## config.mk

```make
export PLATFORM = sky130hd
export DESIGN_NAME = grant_responder
export DESIGN_NICKNAME = d
export VERILOG_FILES = /design/src/rtl/grant_responder.sv
export SDC_FILE = /design/constraint.sdc
export NUM_CORES = 1
export LEC_CHECK = 0
export ABC_CLOCK_PERIOD_IN_PS = 2700
export CAP_MARGIN = 20
export CORE_MARGIN = 4
export CORE_UTILIZATION = 50
export CTS_BUF_LIST = sky130_fd_sc_hd__clkbuf_4
export DETAILED_ROUTE_END_ITERATION = 7
export PLACE_DENSITY = 0.75
export RECOVER_POWER = 100
export SLEW_MARGIN = 25
export SYNTH_ARGS = -nofsm -noshare
export SYNTH_HDL_FRONTEND = slang
export SYNTH_SLANG_ARGS = --single-unit
```

## constraint.sdc

```tcl
create_clock -name clk -period 2.7 [get_ports clk]
set_input_delay 0.405 -clock clk [delete_from_list [all_inputs] [get_ports clk]]
set_output_delay 0.405 -clock clk [all_outputs]
set_load 0.05 [all_outputs]
```

## src/rtl/grant_responder.sv

```systemverilog
// Two-source grant responder: grants io_b/io_c one at a time for a bounded hold window.
// Define GRANT_RESPONDER_FIXED_PRIO_EN to tie simultaneous-request priority to B.
module grant_responder #(
    parameter int unsigned HOLD_CYCLES = 4,
    parameter int unsigned CNT_W       = 8
) (
    input  logic             clk,
    input  logic             reset,
    input  logic             io_b,
    input  logic             io_c,
    output logic             io_gnt_b,
    output logic             io_gnt_c,
    output logic             io_busy,
    output logic             io_done,
    output logic [CNT_W-1:0] io_gnt_count
);

    typedef enum logic [1:0] {
        IDLE,
        GRANT,
        RELEASE
    } state_t;

    localparam logic [7:0] HOLD_LOAD = 8'(HOLD_CYCLES - 1);

    state_t             state_q, state_d;
    logic [7:0]         hold_q, hold_d;
    logic               prio_c_q, prio_c_d;
    logic               gnt_b_d, gnt_c_d, busy_d, done_d;
    logic [CNT_W-1:0]   count_d;
    logic               pick_c;
    logic               release_now;

    always_ff @(posedge clk or negedge reset) begin
        if (!reset) begin
            state_q      <= IDLE;
            hold_q       <= '0;
            prio_c_q     <= 1'b0;
            io_gnt_b     <= 1'b0;
            io_gnt_c     <= 1'b0;
            io_busy      <= 1'b0;
            io_done      <= 1'b0;
            io_gnt_count <= '0;
        end else begin
            state_q      <= state_d;
            hold_q       <= hold_d;
            prio_c_q     <= prio_c_d;
            io_gnt_b     <= gnt_b_d;
            io_gnt_c     <= gnt_c_d;
            io_busy      <= busy_d;
            io_done      <= done_d;
            io_gnt_count <= count_d;
        end
    end

    // Outputs are computed for the next state so that every output stays registered.
    always_comb begin
        state_d     = state_q;
        hold_d      = hold_q;
        prio_c_d    = prio_c_q;
        gnt_b_d     = io_gnt_b;
        gnt_c_d     = io_gnt_c;
        busy_d      = io_busy;
        done_d      = 1'b0;
        count_d     = io_gnt_count;
        pick_c      = 1'b0;
        release_now = 1'b0;

        case (state_q)
            IDLE: begin
                if (io_b || io_c) begin
                    pick_c  = io_c && (!io_b || prio_c_q);
                    state_d = GRANT;
                    hold_d  = HOLD_LOAD;
                    gnt_b_d = !pick_c;
                    gnt_c_d = pick_c;
                    busy_d  = 1'b1;
                    if (io_gnt_count != '1) begin
                        count_d = io_gnt_count + 1'b1;
                    end
                end else begin
                    gnt_b_d = 1'b0;
                    gnt_c_d = 1'b0;
                    busy_d  = 1'b0;
                end
            end

            GRANT: begin
                release_now = (io_gnt_b && !io_b) || (io_gnt_c && !io_c) || (hold_q == '0);
                if (release_now) begin
                    state_d = RELEASE;
                    gnt_b_d = 1'b0;
                    gnt_c_d = 1'b0;
                    busy_d  = 1'b1;
                    done_d  = 1'b1;
                    // Pointer is updated on RELEASE entry, while the grant owner is still visible.
`ifdef GRANT_RESPONDER_FIXED_PRIO_EN
                    prio_c_d = 1'b0;
`else
                    prio_c_d = io_gnt_b;
`endif
                end else begin
                    hold_d = hold_q - 1'b1;
                end
            end

            RELEASE: begin
                state_d = IDLE;
                gnt_b_d = 1'b0;
                gnt_c_d = 1'b0;
                busy_d  = 1'b0;
            end

            default: begin
                state_d = IDLE;
                gnt_b_d = 1'b0;
                gnt_c_d = 1'b0;
                busy_d  = 1'b0;
            end
        endcase
    end

endmodule

```

==> impl_metrics.env <==
export IMPL_clk_pin_slew_ns=0.12
export IMPL_crit_type="register to primary output"
export IMPL_boundaryPins=16
export IMPL_grt_max_degree=24
export IMPL_use_met2_pct=22.9
export IMPL_crit_reg2reg_launch="hold_q[4]"
export IMPL_reg2regPathDepth=5
export IMPL_p_sw_uw=862
export IMPL_startpoint_type="register"
export IMPL_design_area_um2=1350
export IMPL_cts_repair_resized=0
export IMPL_cts_hold_buf=0
export IMPL_fin_skew_ns=0.00320
export IMPL_vias_per_cell=5.53
export IMPL_max_stage_delay_ns=0.90
export IMPL_intPower_uw=915
export IMPL_place_area_um2=1350
export IMPL_yosysTopAreaCellShare_pct=49.8
export IMPL_p_total_mw=1.78
export IMPL_critical_path_top_delay_family="buffers and inverters"
export IMPL_clkPwrFrac_pct=8.8
export IMPL_end_kind="primary output"
export IMPL_fin_ws_ns=0.627
export IMPL_synthToLayoutAreaGrowth_pct=16.5
export IMPL_yosysSeqAreaShare_pct=49.8
export IMPL_grt_pass1_vias=782
export IMPL_antenna_left=0
export IMPL_critPathLaunch="io_gnt_count[2]"
export IMPL_period_needed_ns=2.07
export IMPL_syn_avg_cell_area_um2=11.1
export IMPL_max_slew_margin_pct=20.8
export IMPL_synth_top_cells_by_area="dfrtp_1 (50%), mux2i_1 (5.2%), mux2_2 (3.9%), ha_1 (3.2%), nand2_1 (2.9%)"
export IMPL_power_frac_comb_pct=55.6
export IMPL_die_h_um=56.1
export IMPL_rows=17
export IMPL_die_w_um=56.1
export IMPL_r2r_end="prio_c_q"
export IMPL_synth_flop_cell="dfrtp_1"
export IMPL_synth_edff_count=0
export IMPL_ir_drop_mv=0.634
export IMPL_fp_dieArea_um2=3150
export IMPL_drt_first_iter_violations=15
export IMPL_synthCells=104
export IMPL_cap_violations=0
export IMPL_swShare_pct=48.5
export IMPL_core_um2=2210
export IMPL_synth_area_um2=1160
export IMPL_drv_slew=0
export IMPL_finalNetCount=132
export IMPL_async_reset_ff_share_pct=100
export IMPL_cts_buffers=3
export IMPL_wl_per_cell_um=13.7
export IMPL_p_per_area_nw_per_um2=1320
export IMPL_port_buffers=15
export IMPL_crit_buf_inv=1
export IMPL_hp_class="register to register"
export IMPL_tns_ns=0
export IMPL_crit_path_top_delay_cell="dlygate4sd3_1"
export IMPL_grtUsageTotal_pct=14.2
export IMPL_grt_antenna_before_repair=0
export IMPL_vias=840
export IMPL_top_usage_layer="met2"
export IMPL_root_buffer="clkbuf_4"
export IMPL_path_cells="dlygate4sd3_1"
export IMPL_setup_viol=0
export IMPL_clock_latency_ns=0.30
export IMPL_reg2reg_slack_ns=0.69
export IMPL_ys_types=39
export IMPL_grt_pass1_wl_mm=3.58
export IMPL_first_pass_iters=4
export IMPL_crit_fanout=6
export IMPL_place_ws_ns=0.744
export IMPL_max_freq_mhz=482
export IMPL_place_congestion=0.807
export IMPL_drive_gt1_share_pct=10.5
export IMPL_nFillCells=193
export IMPL_synth_top_area_cell="dfrtp_1"
export IMPL_overflow=0
export IMPL_p_seq_share_pct=35.7
export IMPL_post_cts_repair_setup_buffers=0
export IMPL_cts_htree_levels=1
export IMPL_synth_warnings=0
export IMPL_synth_nets=111
export IMPL_grt_setup_unrepaired="no"
export IMPL_start_util_pct=52.3
export IMPL_crit_path_end="io_gnt_count[2]"
export IMPL_use_met1_pct=18.7
export IMPL_status="completed"
export IMPL_fin_crit_sh_pct=76.8
export IMPL_critical_path_depth=1
export IMPL_met3_usage_pct=2.55
export IMPL_cts_buffer_depth=2
export IMPL_clock_sinks=23
export IMPL_ys_ff_latch=23
export IMPL_dp_hpwl_mm=1.61
export IMPL_wirelength_mm=2.08
export IMPL_cts_tree="built"
export IMPL_critical_path_arrival_ns=1.67
export IMPL_required_ns=2.30
export IMPL_p_leak_nw=0.647
export IMPL_worst_pin_slew_ns=1.19
export IMPL_num_antenna_cells=0
export IMPL_hold_viol=0
export IMPL_drc=0
==> state kept, by name, summed over array words and instances (netlist names) <==
name,flops
prio_c_q,1
io_done,1
state_q,2
io_gnt_count,8
io_gnt_b,1
io_gnt_c,1
hold_q,8
io_busy,1
==> metrics by stage <==
step	cells	hold slack [ns]	util, %
final	152	0.507	60.9
after floorplan	104	0.109	-
after global placement	148	0.471	61.1
after global routing	152	0.541	60.9
after detailed placement	148	0.490	61.1
after CTS	152	0.425	62.3
==> cell type report <==
cell class | count | area, µm² | share of cell area, %
repair buffers | 19 | 169 | 12.5
clock buffers | 3 | 22.5 | 1.67
clock inverters | 1 | 5.00 | 0.372
multi-input cells | 74 | 524 | 38.9
inverters | 4 | 15.0 | 1.12
flip-flops and latches | 23 | 576 | 42.8
well taps | 28 | 35.0 | 2.60
==> routing by layer <==
| layer | part of all wire (%) | vias to the layer above | wire (µm) |
|---|---|---|---|
| li1 | - | 414 | - |
| met1 | 48 | 408 | 1000 |
| met2 | 47 | 14 | 969 |
| met3 | 3.9 | 4 | 81 |
| met4 | 1.4 | 0 | 29 |
| met5 | 0 | - | 0 |
==> cell usage in the layout, fill, tap and decap left out, drive strengths merged, types with 4 or more instances in the layout <==
cell         count
nand3            4
mux2i            6
inv              4
nor2b            4
nor2             4
clkbuf           6
nand2b           4
mux2             4
dfrtp           23
nand4            5
nand2            9
dlygate4sd3     14
==> cells by family after synthesis <==
logic type | synth area share [%]
buffers and inverters | 3.03
multiplexers | 9.09
XOR/XNOR | 3.03
adder cells (fa/ha/maj) | 3.25
AO/OA/AOI/OAI | 8.87
AND/OR/NAND/NOR | 22.9
flip-flops | 49.8
==> worst min path at each step <==
stage | endpoint | slack (ns) | startpoint | cells past startpoint
after floorplan | hold_q[0] | 0.11 | reset | 0
after global placement | io_gnt_count[5] | 0.47 | io_gnt_count[5] | 1
after detailed placement | io_gnt_count[5] | 0.49 | io_gnt_count[5] | 1
after CTS | io_done | 0.43 | reset | 2
after global routing | io_gnt_count[5] | 0.54 | io_gnt_count[5] | 1
final | io_gnt_count[5] | 0.51 | io_gnt_count[5] | 1
==> power groups by stage <==
stage                     Clock (mW)  Sequential (mW)  Combinational [mW]
after floorplan                    0            0.907               0.521
after global placement             0            0.650                1.06
after detailed placement           0            0.658                1.08
after CTS                      0.168            0.650                1.08
after global routing           0.182            0.662                1.06
final                          0.155            0.633               0.987
==> cell usage after synthesis (3+ instances only) <==
master,instances
nor2b_1,3
nand4_1,5
dfrtp_1,23
mux2_2,4
ha_1,3
nand3_1,4
nand2_1,9
mux2i_1,6
nor2_1,4
nand2b_1,4
inv_1,4
xor2_1,3
nor3_1,3
No activity file was read; power rests on OpenSTA's default activity.
